<file path="src/rtl/game_state_ctrl.sv">
// Game sequencer: lives tracking and IDLE/PLAY/CAUGHT/OVER flow, with every state change aligned to the vblnk rise.
// Optional overlay blink in OVER is built when GAMEOVER_BLINK_EN is defined.
module game_state_ctrl #(
  parameter int LIVES            = 3,
  parameter int CAUGHT_FRAMES    = 60,
  parameter int OVER_HOLD_FRAMES = 120,
  parameter int BLINK_FRAMES     = 30
) (
  input  logic                         clk,
  input  logic                         rst,
  input  logic                         vblnk,
  input  logic                         start,
  input  logic                         caught,
  output logic                         over,
  output logic                         play,
  output logic [$clog2(LIVES+1)-1:0]   lives,
  output logic [1:0]                   state_dbg
);

  localparam int LW    = $clog2(LIVES + 1);
  localparam int MAX_A = (CAUGHT_FRAMES > OVER_HOLD_FRAMES) ? CAUGHT_FRAMES : OVER_HOLD_FRAMES;
  localparam int MAX_F = (MAX_A > BLINK_FRAMES) ? MAX_A : BLINK_FRAMES;
  localparam int CW    = $clog2(MAX_F + 1);

  localparam logic [CW-1:0] CAUGHT_LAST = CW'(CAUGHT_FRAMES - 1);
  localparam logic [CW-1:0] OVER_HOLD   = CW'(OVER_HOLD_FRAMES);
  localparam logic [LW-1:0] LIVES_INIT  = LW'(LIVES);

  typedef enum logic [1:0] {
    S_IDLE   = 2'd0,
    S_PLAY   = 2'd1,
    S_CAUGHT = 2'd2,
    S_OVER   = 2'd3
  } state_t;

  state_t          state_q, state_d;
  logic            vblnk_q;
  logic            start_q;
  logic            start_req_q, start_req_d;
  logic            caught_req_q, caught_req_d;
  logic [CW-1:0]   frame_cnt_q, frame_cnt_d;
  logic [LW-1:0]   lives_q, lives_d;
  logic            play_q, play_d;
  logic            over_q, over_d;

  logic            frame_tick;
  logic            start_pend;
  logic            caught_pend;
  logic            over_hold_done;

  // A start edge or catch in the tick cycle itself counts for that tick.
  assign frame_tick     = vblnk & ~vblnk_q;
  assign start_pend     = start_req_q | (start & ~start_q);
  assign caught_pend    = caught_req_q | ((state_q == S_PLAY) & caught);
  assign over_hold_done = (frame_cnt_q == OVER_HOLD);

  always_ff @(posedge clk) begin
    if (rst) begin
      state_q      <= S_IDLE;
      vblnk_q      <= 1'b0;
      start_q      <= 1'b0;
      start_req_q  <= 1'b0;
      caught_req_q <= 1'b0;
      frame_cnt_q  <= '0;
      lives_q      <= LIVES_INIT;
      play_q       <= 1'b0;
      over_q       <= 1'b0;
    end else begin
      state_q      <= state_d;
      vblnk_q      <= vblnk;
      start_q      <= start;
      start_req_q  <= start_req_d;
      caught_req_q <= caught_req_d;
      frame_cnt_q  <= frame_cnt_d;
      lives_q      <= lives_d;
      play_q       <= play_d;
      over_q       <= over_d;
    end
  end

  always_comb begin
    state_d      = state_q;
    frame_cnt_d  = frame_cnt_q;
    lives_d      = lives_q;
    start_req_d  = start_pend;
    caught_req_d = 1'b0;
    case (state_q)
      S_IDLE: begin
        lives_d = LIVES_INIT;
        if (frame_tick && start_pend) begin
          state_d     = S_PLAY;
          start_req_d = 1'b0;
        end
      end
      S_PLAY: begin
        start_req_d  = 1'b0;
        caught_req_d = caught_pend;
        if (frame_tick && caught_pend) begin
          caught_req_d = 1'b0;
          frame_cnt_d  = '0;
          if (lives_q > LW'(1)) begin
            lives_d = lives_q - LW'(1);
            state_d = S_CAUGHT;
          end else begin
            lives_d = '0;
            state_d = S_OVER;
          end
        end
      end
      S_CAUGHT: begin
        start_req_d = 1'b0;
        if (frame_tick) begin
          if (frame_cnt_q == CAUGHT_LAST) begin
            state_d     = S_PLAY;
            frame_cnt_d = '0;
          end else begin
            frame_cnt_d = frame_cnt_q + CW'(1);
          end
        end
      end
      S_OVER: begin
        if (!over_hold_done) start_req_d = 1'b0;
        if (frame_tick) begin
          if (over_hold_done && start_pend) begin
            state_d     = S_PLAY;
            lives_d     = LIVES_INIT;
            start_req_d = 1'b0;
            frame_cnt_d = '0;
          end else if (!over_hold_done) begin
            frame_cnt_d = frame_cnt_q + CW'(1);
          end
        end
      end
      default: state_d = S_IDLE;
    endcase
  end

`ifdef GAMEOVER_BLINK_EN
  // blink_off_q is the dark half of the blink; both regs sit at 0 outside OVER.
  logic [CW-1:0] blink_cnt_q, blink_cnt_d;
  logic          blink_off_q, blink_off_d;

  localparam logic [CW-1:0] BLINK_LAST = CW'(BLINK_FRAMES - 1);

  always_ff @(posedge clk) begin
    if (rst) begin
      blink_cnt_q <= '0;
      blink_off_q <= 1'b0;
    end else begin
      blink_cnt_q <= blink_cnt_d;
      blink_off_q <= blink_off_d;
    end
  end

  always_comb begin
    blink_cnt_d = blink_cnt_q;
    blink_off_d = blink_off_q;
    if (state_d != S_OVER) begin
      blink_cnt_d = '0;
      blink_off_d = 1'b0;
    end else if ((state_q == S_OVER) && frame_tick) begin
      if (blink_cnt_q == BLINK_LAST) begin
        blink_cnt_d = '0;
        blink_off_d = ~blink_off_q;
      end else begin
        blink_cnt_d = blink_cnt_q + CW'(1);
      end
    end
  end

  always_comb begin
    play_d = (state_d == S_PLAY);
    over_d = (state_d == S_OVER) & ~blink_off_d;
  end
`else
  always_comb begin
    play_d = (state_d == S_PLAY);
    over_d = (state_d == S_OVER);
  end
`endif

  assign over      = over_q;
  assign play      = play_q;
  assign lives     = lives_q;
  assign state_dbg = state_q;

endmodule

</file>
<file path="config.mk">
export PLATFORM = sky130hd
export DESIGN_NAME = game_state_ctrl
export DESIGN_NICKNAME = d
export VERILOG_FILES = /design/src/rtl/game_state_ctrl.sv
export SDC_FILE = /design/constraint.sdc
export NUM_CORES = 1
export LEC_CHECK = 0
export CAP_MARGIN = 20
export CORE_AREA = 2 2 44 46
export DETAILED_ROUTE_END_ITERATION = 16
export DIE_AREA = 0 0 46 48
export GPL_TIMING_DRIVEN = 0
export PLACE_DENSITY = 0.87
export RECOVER_POWER = 50
export SYNTH_ARGS = -nofsm -noshare
export SYNTH_HDL_FRONTEND = slang
export SYNTH_SLANG_ARGS = --single-unit
</file>
<file path="constraint.sdc">
create_clock -name clk -period 3 [get_ports clk]
set_input_delay 0.3 -clock clk [delete_from_list [all_inputs] [get_ports clk]]
set_output_delay 0.3 -clock clk [all_outputs]
set_load 0.005 [all_outputs]
</file>
==> results of run 1 <==
[synth_stat cells, types with 2 or more instances]
| cell | n | area share (%) |
|---|---|---|
| nor4_1 | 2 | 1.4 |
| dfxtp_1 | 17 | 37 |
| nor2b_1 | 4 | 2.7 |
| nand3b_1 | 5 | 4.1 |
| nand2_1 | 2 | 0.81 |
| buf_6 | 2 | 2.4 |
| and3_1 | 2 | 1.4 |
| nor3_1 | 2 | 1.1 |
| and3_2 | 2 | 1.6 |
| nand2b_1 | 2 | 1.4 |
| nand4_1 | 2 | 1.4 |
| a21oi_1 | 6 | 3.3 |
| a221oi_1 | 2 | 1.9 |
| ha_1 | 2 | 2.7 |
| mux2i_1 | 2 | 2.2 |
| nor2_1 | 5 | 2.0 |
| a31oi_1 | 10 | 6.8 |
| buf_4 | 2 | 1.6 |
| o21ai_0 | 6 | 3.3 |
| nand3_1 | 2 | 1.1 |
| a21o_1 | 2 | 1.6 |
| inv_1 | 6 | 2.4 |
[cells by family (layout without fill, tap and decap cells)]
logic type | after synthesis | count (layout) | share of synthesized area [%]
flops | 17 | 17 | 36.9
compound gates | 33 | 33 | 27.2
mux | 2 | 2 | 2.17
buf+inv | 11 | 25 | 7.04
fa+ha+maj | 2 | 2 | 2.71
simple gates | 36 | 36 | 24.0
[sequential cells by signal, indices dropped and copies added (netlist names)]
signal,count
lives,2
start_req_q,1
play,1
frame_cnt_q,7
over,1
vblnk_q,1
state_dbg,2
start_q,1
caught_req_q,1
[area by class of cell]
type                            instances  area, µm²  share of cell area, %
Tap cell                               17       21.3                   2.04
Sequential cell                        17        340                   32.7
Timing Repair Buffer                   10        100                   9.60
Buffer                                  5       27.5                   2.64
Clock buffer                            4       26.3                   2.52
Inverter                                6       22.5                   2.16
Multi-Input combinational cell         73        504                   48.4
[metrics by stage]
step           worst slack (ps)  utilization (%)  instances  total power (W)  cell area [µm²]
3_3_place_gp               1110             61.9        128         0.000286             1040
6_report                   1090             61.7        132         0.000403             1040
3_5_place_dp               1090             61.9        128         0.000288             1040
2_1_floorplan              1450                -        101         0.000269              923
4_1_cts                    1200             63.4        132         0.000408             1070
5_1_grt                     961             61.7        132         0.000424             1040
[power groups by stage]
stage	Clock [W]	Sequential, W	Combinational, W
after floorplan	0	0.000241	0.0000287
after global placement	0	0.000241	0.0000454
after detailed placement	0	0.000242	0.0000467
after CTS	0.000125	0.000237	0.0000472
after global routing	0.000138	0.000237	0.0000493
final	0.000123	0.000236	0.0000445
[routing by layer]
metal / track usage, % / vias up
met4: 9.14 / 0
met1: 23.3 / 385
li1: - / 412
met2: 32.5 / 17
met3: 4.53 / 2
met5: 0 / -
[final timing paths]
path / startpoint / to / slack [ps] / cells past startpoint
min reg2reg: frame_cnt_q[5] / frame_cnt_q[5] / 500 / 1
max reg2reg: frame_cnt_q[4] / lives[1] / 1110 / 5
max: start / lives[1] / 1090 / 5
min: frame_cnt_q[5] / frame_cnt_q[5] / 500 / 1
==> out/qor.yml, run 1 <==
maxCapViolCount: 0
synth_cell_types: 36
clock_latency_ps: 300
syn-num-nets: 108
p_switching_w: 0.0000999
core_region_area_mm2: 0.00169
layout_commonest_cell: "dfxtp_1"
routed_wl_mm: 1.92
drt.antenna.violating_nets: 0
crit_chain: "clkdlybuf4s50_1, and2b_1, o211ai_1, mux2i_1, a2111o_1"
cp.required_ps: 3190
io_buffer_count: 10
vias: 816
first_pass_iters: 4
hold_slack_ps: 496
peakVddDrop_mv: 0.260
switching_share_pct: 24.8
fmax_mhz: 523
grt_pass1_wl_mm: 3.05
drt-initial-drc-count: 6
cts_setup_buffers: 0
dieArea_mm2: 0.00221
cts_resized: 0
antenna_found_initial: 0
final.setup_skew_ps: 9.03
wl_per_cell_um: 14.5
hold_buffers: 0
die_h_um: 48
gp_congestion: 0.810
vias_per_cell: 6.18
power_density_mw_per_mm2: 387
fin_nets: 123
end_kind: "flop"
slowest_stage: "o211ai_1"
grt_overflow: 0
p_leak_nw: 0.394
area_growth_pct: 12.9
setup_viol: 0
top_layer_used: "met4"
grt_use_total_pct: 19.3
cts-htree-levels: 1
synth_area_per_cell_um2: 9.14
critPathLaunchType: "primary input"
wl_met2_um: 953
cp.arrival_ps: 2110
cp_max_fo: 9
p_clk_share_pct: 30.5
tns_ps: 0
fin_crit_sh_pct: 63.8
synth-async-reset-ratio_pct: 0
cts_buffer_depth: 2
internal_power_w: 0.000303
worstMarginPinSlew_ps: 755
drive_gt1_share_pct: 12.2
slowest_delay_ps: 620
boundaryPins: 11
critPathBufInv: 1
antennaDiodeCount: 0
cts_root_buf: "clkbuf_4"
first_global_vias: 727
synth_edf_count: 0
wl_met1_um: 875
cp_top_family: "compound AO/OA/AOI/OAI gates"
synthCells: 101
netlist_area_um2: 923
crit_type: "in -> reg"
ys_seq_elements: 17
status: "finished, final reports clean"
seq_area_frac_synth_pct: 36.9
clk_pin_slew_ps: 100
placementRows: 15
seq_power_share_pct: 58.5
ys.flop_type: "dfxtp_1"
fp.dieW_um: 46
finalHoldViolations: 0
yosys_warnings: 0
rsz0062_at_grt: "false"
cts_tree: "yes"
mostFrequentLayoutCells: "17 x dfxtp_1, 10 x a31oi_1"
start_util_pct: 54.7
min_period_ps: 1910
combPwrFrac_pct: 11.0
drc: 0
hpwl_mm: 1.43
cts_sinks: 17
slew_violations: 0
holdCritPathClass: "reg -> reg"
fill_cells: 157
cts_buffers: 3
routed-wl-met3_um: 67
grt_max_degree: 11
slew_headroom_pct: 49.4
Note: power is estimated with default switching activity, not from simulation.
==> run 2: changes to the inputs <==
--- a/config.mk
+++ b/config.mk
@@ -6,11 +6,11 @@
 export NUM_CORES = 1
 export LEC_CHECK = 0
 export CAP_MARGIN = 20
-export CORE_AREA = 2 2 44 46
+export CORE_AREA = 2 2 45 47
 export DETAILED_ROUTE_END_ITERATION = 16
-export DIE_AREA = 0 0 46 48
+export DIE_AREA = 0 0 47 49
 export GPL_TIMING_DRIVEN = 0
-export PLACE_DENSITY = 0.87
+export PLACE_DENSITY = 0.84
 export RECOVER_POWER = 50
 export SYNTH_ARGS = -nofsm -noshare
 export SYNTH_HDL_FRONTEND = slang
==> constraint.sdc (replaced) <==
create_clock -name clk -period 1.9 [get_ports clk]
set_input_delay 0.19 -clock clk [delete_from_list [all_inputs] [get_ports clk]]
set_output_delay 0.19 -clock clk [all_outputs]
set_load 0.005 [all_outputs]
==> run 2 against run 1 <==
  * First-iteration DRC count rose to 3.5 times the previous value
  * Flip-flop and latch count did not move
  * Die area rose by 4.3%
  * Final cell count rose by 7.6%
  * Worst hold slack got worse by 25 ps
  * Clock skew fell by 5.8 ps
  * Highest routed layer unchanged
  * Largest cell class unchanged
  * Critical path depth rose by 1
  * Sequential share of layout area fell by 0.77 points
==> out/qor.yml, run 2 (synthesis gave the netlist of run 1 again) <==
status: "finished, final reports clean"  # unchanged
cp.required_ps: 2110  # was 3190 ps
drt-initial-drc-count: 21  # was 6
grt_overflow: 0  # unchanged
worstMarginPinSlew_ps: 553  # was 755 ps
slew_violations: 0  # unchanged
fp.dieW_um: 47  # was 46 µm
clock_latency_ps: 290  # was 300 ps
worst_slack_ps: 145  # was 1090 ps
critPathLaunchType: "flop"  # was primary input
fin_nets: 123  # unchanged
wl_met2_um: 887  # was 953 µm
layout_commonest_cell: "dfxtp_1"  # unchanged
pre_cts_ws_ps: 91.6  # was 1090 ps
wl_per_cell_um: 12.7  # was 14.5 µm
internal_power_w: 0.000479  # was 0.000303 W
cts_root_buf: "clkbuf_4"  # unchanged
seq_power_share_pct: 58.7  # was 58.5%
p_leak_nw: 0.394  # about the same
peakVddDrop_mv: 0.381  # was 0.260 mV
first_global_vias: 775  # was 727
routed-wl-met3_um: 66  # was 67 µm
dieArea_mm2: 0.00230  # was 0.00221 mm²
slowest_stage: "a21oi_1"  # was o211ai_1
end_kind: "flop"  # unchanged
start_util_pct: 50.1  # was 54.7%
vias_per_cell: 5.85  # was 6.18
setup_viol: 0  # unchanged
vias: 831  # was 816
area_growth_pct: 15.6  # was 12.9%
crit_type: "reg -> reg"  # was in -> reg
final.setup_skew_ps: 3.23  # was 9.03 ps
maxCapViolCount: 0  # unchanged
largest_register_ffs: 7  # unchanged
min_period_ps: 1750
fin_crit_sh_pct: 92.3
clk_pin_slew_ps: 100  # about the same
crit_chain: "inv_1, ha_1, and4_1, a21oi_1, a31oi_1, a31oi_1"  # was clkdlybuf4s50_1, and2b_1, o211ai_1, mux2i_1, a2111o_1
largest-register: "frame_cnt_q"  # unchanged
power_density_mw_per_mm2: 595  # was 387 mW/mm²
cts_setup_buffers: 0  # unchanged
slowest_delay_ps: 480  # was 620 ps
drt.antenna.violating_nets: 0  # unchanged
cp_max_fo: 7  # was 9
p_clk_share_pct: 30.3  # was 30.5%
routed_wl_mm: 1.80  # was 1.92 mm
fmax_mhz: 570
die_h_um: 49  # was 48 µm
switching_share_pct: 24.6  # was 24.8%
grt_max_degree: 11  # unchanged
slew_headroom_pct: 63.1  # was 49.4%
grt_use_total_pct: 18.9  # was 19.3%
cp.arrival_ps: 1970  # was 2110 ps
cts_buffers: 3  # unchanged
hold_buffers: 0  # unchanged
drc: 0  # unchanged
cts_sinks: 17  # unchanged
core_region_area_mm2: 0.00184  # was 0.00169 mm²
top_layer_used: "met4"  # unchanged
boundaryPins: 11  # unchanged
first_pass_iters: 4  # unchanged
gp_congestion: 0.782  # was 0.810
mostFrequentLayoutCells: "17 x dfxtp_1, 10 x a31oi_1"  # unchanged
finalHoldViolations: 0  # unchanged
holdCritPathClass: "in -> reg"  # was reg -> reg
io_buffer_count: 10  # unchanged
placementRows: 16  # was 15
tns_ps: 0  # unchanged
rsz0062_at_grt: "false"  # unchanged
antenna_found_initial: 0  # unchanged
combPwrFrac_pct: 11.0  # about the same
cts-htree-levels: 1  # unchanged
p_switching_w: 0.000156  # was 0.0000999 W
cts_tree: "yes"  # unchanged
grt_pass1_wl_mm: 3.15  # was 3.05 mm
drive_gt1_share_pct: 12.2  # unchanged
cp_common_cell: "a31oi_1"
antennaDiodeCount: 0  # unchanged
wl_met1_um: 805  # was 875 µm
hpwl_mm: 1.35  # was 1.43 mm
cts_resized: 0  # unchanged
cts_buffer_depth: 2  # unchanged
## run 2: worst max-delay path: cells and delay by family (launching register included)
family	cells	cell delay, ps
compound gates	3	820
flops	1	360
simple gates	1	230
fa+ha+maj	1	190
buf+inv	1	80
## run 2: layout make-up
class | count | area (µm²)
Sequential cell | 17 | 340
Clock buffer | 4 | 26.3
Timing Repair Buffer | 10 | 100
Buffer | 5 | 27.5
Tap cell | 27 | 33.8
Multi-Input combinational cell | 73 | 517
Fill cell | 182 | 774
Inverter | 6 | 22.5
## run 2: power groups by stage
stage,registers [W],clock network (W),logic [W]
after floorplan,0.000380,0,0.0000453
after global placement,0.000381,0,0.0000710
after detailed placement,0.000381,0,0.0000728
after CTS,0.000373,0.000200,0.0000731
after global routing,0.000374,0.000218,0.0000787
final,0.000373,0.000192,0.0000701
## run 2: per-stage QoR
step	hold WS, ps	util, %	power [W]	cell area [µm²]	cells
6_report	471	57.9	0.000635	1070	142
2_1_floorplan	318	-	0.000425	923	101
3_5_place_dp	474	57.4	0.000454	1060	138
5_1_grt	481	57.9	0.000671	1070	142
3_3_place_gp	460	57.4	0.000452	1060	138
4_1_cts	473	58.8	0.000646	1080	142
## run 2: layer usage
layer  GRT usage, %  vias up
li1               -      411
met1           24.1      397
met2           28.3       19
met3           5.56        4
met4           9.26        0
met5              0        -
## run 2: worst paths after layout
kind                                     start        endpoint  slack, ps  depth (start not counted)
worst min-delay path                     start         start_q        470                          2
worst min register to register  frame_cnt_q[5]  frame_cnt_q[5]        490                          1
worst max register to register  frame_cnt_q[0]  frame_cnt_q[3]        150                          6
worst max-delay path            frame_cnt_q[0]  frame_cnt_q[3]        150                          6
